<file path="src/rtl/rc_pkg.sv">
// Shared constants and the route function for the wormhole route-computation array.
package rc_pkg;

    localparam int NUM_PORTS = 5;
    localparam int P_N = 0;
    localparam int P_E = 1;
    localparam int P_W = 2;
    localparam int P_S = 3;
    localparam int P_L = 4;

    localparam logic [NUM_PORTS-1:0] DIR_N = 5'b00001;
    localparam logic [NUM_PORTS-1:0] DIR_E = 5'b00010;
    localparam logic [NUM_PORTS-1:0] DIR_W = 5'b00100;
    localparam logic [NUM_PORTS-1:0] DIR_S = 5'b01000;
    localparam logic [NUM_PORTS-1:0] DIR_L = 5'b10000;

    localparam logic [1:0] FT_HEAD   = 2'b10;
    localparam logic [1:0] FT_BODY   = 2'b00;
    localparam logic [1:0] FT_TAIL   = 2'b01;
    localparam logic [1:0] FT_SINGLE = 2'b11;

    // Coordinates are zero-extended to this width before routing; COORD_W must not exceed it.
    localparam int MAX_COORD_W = 8;

    typedef enum logic {ST_IDLE, ST_PKT} port_state_e;

    function automatic logic [NUM_PORTS-1:0] route_fn(
        input logic [MAX_COORD_W-1:0] dx,
        input logic [MAX_COORD_W-1:0] dy,
        input logic [MAX_COORD_W-1:0] mx,
        input logic [MAX_COORD_W-1:0] my,
        input logic                   mode
    );
        logic [NUM_PORTS-1:0] xdir, ydir, r;
        xdir = (dx > mx) ? DIR_E : (dx < mx) ? DIR_W : '0;
        ydir = (dy > my) ? DIR_N : (dy < my) ? DIR_S : '0;
        if (mode) r = (|ydir) ? ydir : (|xdir) ? xdir : DIR_L;
        else      r = (|xdir) ? xdir : (|ydir) ? ydir : DIR_L;
        return r;
    endfunction

endpackage

</file>
<file path="src/rtl/rc_port.sv">
// One input port: wormhole packet tracker, route register, circular flit buffer, sticky error flag.
module rc_port
    import rc_pkg::*;
#(
    parameter int DATASIZE   = 40,
    parameter int COORD_W    = 2,
    parameter int BUF_DEPTH  = 4,
    parameter int ROUTE_MODE = 0
) (
    input  logic                   clk_i,
    input  logic                   rst_ni,
    input  logic [2*COORD_W-1:0]   id_i,
    input  logic [DATASIZE-1:0]    data_i,
    input  logic                   valid_i,
    output logic                   ready_o,
    output logic [DATASIZE-1:0]    data_o,
    output logic [NUM_PORTS-1:0]   dir_o,
    output logic                   winc_o,
    input  logic                   wfull_i,
    input  logic                   err_clr_i,
    output logic                   err_o
);
    localparam int PW = $clog2(BUF_DEPTH);
    localparam int CW = PW + 1;

    logic [DATASIZE-1:0]  mem_data_q [BUF_DEPTH];
    logic [NUM_PORTS-1:0] mem_dir_q  [BUF_DEPTH];
    logic [PW-1:0]        wptr_q, rptr_q;
    logic [CW-1:0]        cnt_q;
    port_state_e          st_q, st_d;
    logic [NUM_PORTS-1:0] route_q, route_d, new_route, push_dir;
    logic                 err_q, err_d, err_set;
    logic                 push, pop, acc, empty;
    logic [1:0]           ftype;
    logic [COORD_W-1:0]   dx, dy, mx, my;

    assign ftype     = data_i[DATASIZE-1 -: 2];
    assign {dx, dy}  = data_i[DATASIZE-3 -: 2*COORD_W];
    assign {mx, my}  = id_i;
    assign new_route = route_fn(MAX_COORD_W'(dx), MAX_COORD_W'(dy),
                                MAX_COORD_W'(mx), MAX_COORD_W'(my), ROUTE_MODE != 0);

    assign empty   = (cnt_q == '0);
    // Readiness depends on occupancy only, so a full buffer refuses even while draining.
    assign ready_o = (cnt_q != CW'(BUF_DEPTH));
    assign acc     = valid_i & ready_o;
    assign pop     = !empty & !wfull_i;
    assign winc_o  = pop;
    assign data_o  = empty ? '0 : mem_data_q[rptr_q];
    assign dir_o   = empty ? '0 : mem_dir_q[rptr_q];
    assign err_o   = err_q;

    always_comb begin
        st_d     = st_q;
        route_d  = route_q;
        push     = 1'b0;
        push_dir = route_q;
        err_set  = 1'b0;
        if (acc) begin
            unique case (ftype)
                FT_HEAD: begin
                    push     = 1'b1;
                    push_dir = new_route;
                    route_d  = new_route;
                    st_d     = ST_PKT;
                    err_set  = (st_q == ST_PKT);
                end
                FT_SINGLE: begin
                    push     = 1'b1;
                    push_dir = new_route;
                    st_d     = ST_IDLE;
                    err_set  = (st_q == ST_PKT);
                end
                FT_BODY: begin
                    push    = (st_q == ST_PKT);
                    err_set = (st_q == ST_IDLE);
                end
                default: begin
                    push    = (st_q == ST_PKT);
                    err_set = (st_q == ST_IDLE);
                    st_d    = ST_IDLE;
                end
            endcase
        end
        err_d = err_clr_i ? 1'b0 : (err_q | err_set);
    end

    always_ff @(posedge clk_i or negedge rst_ni) begin
        if (!rst_ni) begin
            st_q    <= ST_IDLE;
            route_q <= '0;
            err_q   <= 1'b0;
            wptr_q  <= '0;
            rptr_q  <= '0;
            cnt_q   <= '0;
        end else begin
            st_q    <= st_d;
            route_q <= route_d;
            err_q   <= err_d;
            if (push) wptr_q <= wptr_q + PW'(1);
            if (pop)  rptr_q <= rptr_q + PW'(1);
            cnt_q   <= cnt_q + CW'(push) - CW'(pop);
        end
    end

    // Storage needs no reset: the outputs are masked to zero whenever the buffer is empty.
    always_ff @(posedge clk_i) begin
        if (push) begin
            mem_data_q[wptr_q] <= data_i;
            mem_dir_q[wptr_q]  <= push_dir;
        end
    end

endmodule

</file>
<file path="src/rtl/rc_wormhole_array.sv">
// Five-port route-computation stage: one independent rc_port per mesh input (N, E, W, S, L).
module rc_wormhole_array
    import rc_pkg::*;
#(
    parameter int DATASIZE   = 40,
    parameter int COORD_W    = 2,
    parameter int BUF_DEPTH  = 4,
    parameter int ROUTE_MODE = 0
) (
    input  logic                            rc_clk,
    input  logic                            rst_n,
    input  logic [2*COORD_W-1:0]            ID,
    input  logic [NUM_PORTS*DATASIZE-1:0]   data_in,
    input  logic [NUM_PORTS-1:0]            valid_in,
    output logic [NUM_PORTS-1:0]            fifo_ready,
    output logic [NUM_PORTS*DATASIZE-1:0]   data_out,
    output logic [NUM_PORTS*NUM_PORTS-1:0]  direction_out,
    output logic [NUM_PORTS-1:0]            infifo_winc,
    input  logic [NUM_PORTS-1:0]            infifo_wfull,
    input  logic                            err_clr,
    output logic [NUM_PORTS-1:0]            err_flag
);

    for (genvar p = 0; p < NUM_PORTS; p++) begin : g_port
        rc_port #(
            .DATASIZE  (DATASIZE),
            .COORD_W   (COORD_W),
            .BUF_DEPTH (BUF_DEPTH),
            .ROUTE_MODE(ROUTE_MODE)
        ) u_port (
            .clk_i    (rc_clk),
            .rst_ni   (rst_n),
            .id_i     (ID),
            .data_i   (data_in[p*DATASIZE +: DATASIZE]),
            .valid_i  (valid_in[p]),
            .ready_o  (fifo_ready[p]),
            .data_o   (data_out[p*DATASIZE +: DATASIZE]),
            .dir_o    (direction_out[p*NUM_PORTS +: NUM_PORTS]),
            .winc_o   (infifo_winc[p]),
            .wfull_i  (infifo_wfull[p]),
            .err_clr_i(err_clr),
            .err_o    (err_flag[p])
        );
    end

endmodule

</file>
<file path="config.mk">
export PLATFORM = sky130hd
export DESIGN_NAME = rc_wormhole_array
export DESIGN_NICKNAME = d
export VERILOG_FILES = /design/src/rtl/rc_pkg.sv /design/src/rtl/rc_port.sv /design/src/rtl/rc_wormhole_array.sv
export SDC_FILE = /design/constraint.sdc
export NUM_CORES = 1
export LEC_CHECK = 0
export CORE_MARGIN = 5
export CORE_UTILIZATION = 30
export DETAILED_ROUTE_END_ITERATION = 12
export PLACE_DENSITY_LB_ADDON = 0.08
export SLEW_MARGIN = 20
export SYNTH_ARGS = -nofsm -noshare
export SYNTH_HDL_FRONTEND = slang
export SYNTH_HIERARCHICAL = 1
export SYNTH_SLANG_ARGS = --single-unit
</file>
<file path="constraint.sdc">
create_clock -name rc_clk -period 3.78 [get_ports rc_clk]
set_clock_uncertainty 0.15 [all_clocks]
set_input_delay 0.756 -clock rc_clk [delete_from_list [all_inputs] [get_ports rc_clk]]
set_output_delay 0.756 -clock rc_clk [all_outputs]
set_load 0.02 [all_outputs]
</file>
Word-level counts from Yosys, hierarchy flattened
Memory sizes are Yosys's and may differ from the RTL's. Index checks and enable logic that the tools add are counted.

Input bits: 217. Output and inout bits: 240. Bits in writable memories: 900. Word-level logic and storage cells: 255. Memories kept: 10. Register bits after elaboration: 70.

Bitwise operators: 25. Mux-type cells: 90. Reduce and logical (&&, ||, !) cells: 45. Equality and inequality tests: 15. Magnitude comparators: 20. Add/subtract/negate cells: 20.

Memories: g_port[0].u_port.mem_data_q (words 4, width 40, rd ports 1, clocked after Yosys merged registers in 0, wr ports 1, line rc_port.sv:26) `logic [DATASIZE-1:0] mem_data_q [BUF_DEPTH];`; g_port[1].u_port.mem_data_q (words 4, width 40, rd ports 1, clocked after Yosys merged registers in 0, wr ports 1, line rc_port.sv:26); g_port[2].u_port.mem_data_q (words 4, width 40, rd ports 1, clocked after Yosys merged registers in 0, wr ports 1, line rc_port.sv:26); g_port[3].u_port.mem_data_q (words 4, width 40, rd ports 1, clocked after Yosys merged registers in 0, wr ports 1, line rc_port.sv:26); g_port[4].u_port.mem_data_q (words 4, width 40, rd ports 1, clocked after Yosys merged registers in 0, wr ports 1, line rc_port.sv:26); g_port[0].u_port.mem_dir_q (words 4, width 5, rd ports 1, clocked after Yosys merged registers in 0, wr ports 1, line rc_port.sv:27) `logic [NUM_PORTS-1:0] mem_dir_q [BUF_DEPTH];`; +4 memories.

Operators with widths (count): $mux 40 (5); $mux 5 (35); $reduce_or 5->1 (10); $mux 1 (35); $add 2x1->2 const B (10); $eq 2x2->1 const B (10); $gt 2x2->1 (10); $lt 2x2->1 (10); $mux 4 (5); $reduce_and 2->1 (10); $add 3x1->3 (5); $logic_not 3->1 (5); $mux 3 (5); $ne 3x3->1 const B (5); $sub 3x1->3 (5); $and 1x1->1 (10); $logic_not 1->1 (10); $logic_not 2->1 (5); $not 1->1 (10); $pmux 1 s2 (5); $reduce_or 2->1 (5); $or 1x1->1 (5).

Depth between registers and ports, before layout
Word-level depth: 8. Depth in mapped cells: 10.

Cells and area by module
Netlist, hierarchy kept.

Modules (own cells, without submodules): rc_port (g_port[0].u_port ...) (area each 7684.9 µm², cells an instance 370, instances 4, sequential area each 5755.5 µm²); rc_port (g_port[2].u_port) (area each 7686.1 µm², cells an instance 370, instances 1, sequential area each 5755.5 µm²).

Worst setup path before layout
No wires, ideal clock.

Path kind: input to register. Start point: input port data_in[119]. End point: memory g_port[2].u_port.mem_data_q[0][0] (enable). Required time: 3223 ps. Slack: 653 ps. Data arrival time: 2570 ps. Stages on the path: 4. Cells stage by stage: inv_1 ha_1 nor3_1 and2_1.

Longest elaborated chain between the ends: 6. Elaborated cells between the ends (all ways): 7. Those cells by class: eq/ne: 2; mux: 4; reduce/logical: 1.

RTL lines: start, declared (line rc_wormhole_array.sv:13) `input logic [NUM_PORTS*DATASIZE-1:0] data_in,`; $eq 2x2->1 (line rc_port.sv:60) `unique case (ftype)`; $reduce_or 2->1 (no line) (*); $mux 1 (*) (line rc_port.sv:60); $mux 1 (*) (line rc_port.sv:59) `if (acc) begin`; $mux 1 (*) (line rc_port.sv:108) `if (push) begin`; $mux 1 (implied by the code) (*) (line rc_port.sv:109) `mem_data_q[wptr_q] <= data_i;`; end, declared (line rc_port.sv:26).

Mark *: on every way between the ends. The rest lies on a longest branch, timed or not.

Final worst setup path
Start point: register g_port[3].u_port.rptr_q[1]. End point: output port data_out[154].

Longest elaborated chain between the ends: 2.

RTL lines: start, declared (line rc_port.sv:28) `logic [PW-1:0] wptr_q, rptr_q;`; start signal, assigned (line rc_port.sv:101) `if (pop) rptr_q <= rptr_q + PW'(1);`; $mem_v2 4x40; $mux 40 (line rc_port.sv:49) `assign data_o = empty ? '0 : mem_data_q[rptr_q];`; end, declared (line rc_wormhole_array.sv:16) `output logic [NUM_PORTS*DATASIZE-1:0] data_out,`.

No other way between the ends.

==> impl_metrics.toml <==
[run]
cap_violations = 0

[cts]
clk_pin_slew_ps = 50
cts_buffer_depth = 3
cts_root_buf = "clkbuf_16"
clk_latency_ps = 690
htreeDepth = 3
cts_tree = "done"
cts_made_buffers = 109
clock_sinks = 970

[synth]
postSynthAreaPerCell_um2 = 20.77
synth_edf_count = 900
synth_xor_area_share_pct = 0.5698
netlist_area_um2 = 38430
synth_warnings = 6
synth_cell_types = 32
synthMuxAreaShare_pct = 14.86
async_flop_share_pct = 7.216
synth_ff_type = "edfxtp_1"
seq_area_frac_synth_pct = 74.89
synth_cells = 1850
synth_top_family_by_area = "multiplexers"
synth-compound-area-share_pct = 0.4884
synth_nets = 2127
synthAdderAreaFrac_pct = 2.051
ys_seq_elements = 970
synthSimpleGateAreaFrac_pct = 5.210

[drt]
firstDrtPassIters = 4
vias_per_cell = 4.532
drt.antenna.violating_nets = 0
drc_errors = 0
first_iter_violations = 866
wirelength_um = 95330
vias = 18900
wl_per_cell_um = 22.86

[place]
place_ws_ps = 280.9
gp_congestion = 0.6937
dp_hpwl_um = 59900
portBuffers = 456
placed_cell_area_um2 = 45710

[timing]
relSlewSlack_pct = 50.90
clock.fmax_mhz = 274.5
worstMarginPinSlew_ps = 718.0
fin_tns_setup_ps = 0
fin_ws_ps = 136.6
finalHoldViolCount = 0
period_needed_ps = 3643
setup_viol = 0
rsz0062_at_grt = "no"
period_share_pct = 96.39
slew_viol_final = 0

[power]
p_int_mw = 27.57
ir_drop_mv = 0.4494
switchingPower_mw = 13.15
clock_power_share_pct = 24.9
power_density_nw_per_um2 = 825.9
leakage_nw = 16.74
power.total_mw = 40.73
p_seq_share_pct = 35.7
power_frac_comb_pct = 39.3
switching_share_pct = 32.30

[setup_path]
cp_slowest_cell = "clkdlybuf4s50_1"
worstReg2RegEnd = "g_port[2].u_port/cnt_q[2]$_DFF_PN0_"
r2r_start = "g_port[2].u_port/cnt_q[1]$_DFF_PN0_"
ff2ff_path_depth = 10
endpoint_kind = "output pin"
start_kind = "flip-flop"
cp.required_ps = 2870
cpPeakStageDelay_ps = 670
path_cells = "buf_12 > mux4_2 > nor2b_1 > clkdlybuf4s50_1"
crit_type = "reg -> out"
ff2ff_setup_slack_ps = 1040
crit_fanout = 39
critPathArrivalTime_ps = 2740

[global_route]
grt-ovfl-total = 0
antenna_found_initial = 10
grt_pass1_wl_um = 140800
grt_max_degree = 48
grt.total_usage_pct = 13.94
grt_pass1_vias = 20690

[die]
coreArea_um2 = 127400
fp.dieH_um = 367.9
dieWidth_um = 367.9
dieArea_um2 = 135300
row_count = 131
initial_utilization_pct = 30.17
top_level_ports = 457

[layout]
drive_gt1_share_pct = 21.02
syn2layout_area_growth_pct = 28.34
final_area_um2 = 49310
multi_input_area_um2 = 8959
nFillCells = 11590
final_util_pct = 38.72
seq_area_um2 = 28800
nets = 2689

[min_path]
hold_end = "g_port[1].u_port/route_q[0]$_DFFE_PN0P_"
hp-start = "g_port[1].u_port/route_q[0]$_DFFE_PN0P_"
worstHoldPathCells = 1
min_path_type = "reg -> reg"

[status]
status = "completed"
[Yosys cell counts (all sizes together), types with 11 or more instances]
library cell / n / area [um2]
dfrtp: 70 / 1752
buf: 42 / 277.8
clkbuf: 38 / 142.6
xnor2: 11 / 96.34
inv: 85 / 319.1
and2: 25 / 156.4
ha: 55 / 688.2
mux4: 225 / 5067
nor2b: 235 / 1470
nor2: 15 / 56.30
xor2: 14 / 122.6
edfxtp: 900 / 27030
mux2: 45 / 544.3
[power by group through the flow]
| stage | Combinational, mW | Sequential [mW] | Clock, mW |
|---|---|---|---|
| 2_1_floorplan | 9.14 | 14.5 | 0 |
| 3_3_place_gp | 16.3 | 14.8 | 0 |
| 3_5_place_dp | 16.3 | 14.9 | 0 |
| 4_1_cts | 16.6 | 14.6 | 10.6 |
| 5_1_grt | 17.3 | 14.7 | 11.0 |
| 6_report | 16.0 | 14.6 | 10.2 |
[metrics by stage]
| stage | hold WS [ps] | instances |
|---|---|---|
| 3_3_place_gp | 320.9 | 3953 |
| 6_report | 337.9 | 4170 |
| 2_1_floorplan | 308.5 | 1850 |
| 4_1_cts | 341.4 | 4162 |
| 5_1_grt | 361.2 | 4166 |
| 3_5_place_dp | 325.3 | 3953 |
[logic make-up after synthesis]
kind of cell | after synthesis
AOI/OAI and AO/OA | 25
muxes | 280
and+or+nand+nor | 325
adders and majority gates | 60
xor gates and xnor gates | 25
buffers and inverters | 165
DFF | 970
[flip-flops by register name, indices dropped and copies added (netlist names)]
name and flops:
g_port.u_port/mem_data_q 800, g_port.u_port/mem_dir_q 100, g_port.u_port/route_q 25, g_port.u_port/cnt_q 15, g_port.u_port/rptr_q 10, g_port.u_port/wptr_q 10, g_port.u_port/err_o 5, g_port.u_port/st_q 5
[repair_timing]
item | in CTS | in global routing
hold buffers | 1 | 0
setup endpoints to repair | 117 | 25
setup buffers | 7 | 2
gates resized for setup | 7 | 11
endpoints found under the hold margin | 31 | 0
[cell type report]
type                    count  area share [%]
flip-flops and latches    970           58.40
well taps                1662           4.217
clock buffers             135           5.901
diodes                      6         0.03045
clock inverters            66           1.071
multi-input cells         715           18.17
repair buffers            531           11.57
inverters                  85          0.6470
[routing by layer]
metal	share of wire [%]	GRT usage, %	vias to the layer above
met3	5.9	4.387	146
met1	43	17.69	9878
li1	-	-	8460
met2	49	23.08	403
met4	2.6	3.983	10
met5	0.065	0	-
[worst max-delay path, delay by kind of cell, from the launching register on]
| family | cells | cell delay [ps] |
|---|---|---|
| flops | 1 | 530 |
| buf+inv | 2 | 940 |
| mux | 1 | 270 |
| simple gates | 1 | 230 |
[layout by cell type (no fill, tap or decap), drive strengths merged, types with 6 or more instances in the layout]
cell and n:
nor2b 235, mux4 225, inv 87, nor3b 10
diode 6, dfrtp 70, a2111oi 10, and2 25
buf 75, clkbuf 135, bufinv 8, nand2 10
ha 55, edfxtp 900, clkdlybuf4s50 444, mux2i 10
xnor2 11, mux2 45, nor2 15, dlymetal6s2s 8
clkinv 54, nor3 10, xor2 14
[how the worst max path moves through the flow]
stage,startpoint,endpoint,cells past startpoint
after detailed placement,data_in[119],g_port[2].u_port/cnt_q[2]$_DFF_PN0_,11
final,g_port[3].u_port/rptr_q[1]$_DFFE_PN0P_,data_out[154],4
after CTS,g_port[1].u_port/rptr_q[0]$_DFFE_PN0P_,direction_out[5],5
after floorplan,data_in[119],g_port[2].u_port/mem_data_q[0][0]$_DFFE_PP_,4
after global placement,data_in[119],g_port[2].u_port/cnt_q[2]$_DFF_PN0_,11
after global routing,g_port[1].u_port/rptr_q[0]$_DFFE_PN0P_,data_out[44],5
Note: power is estimated with default switching activity, not from simulation.
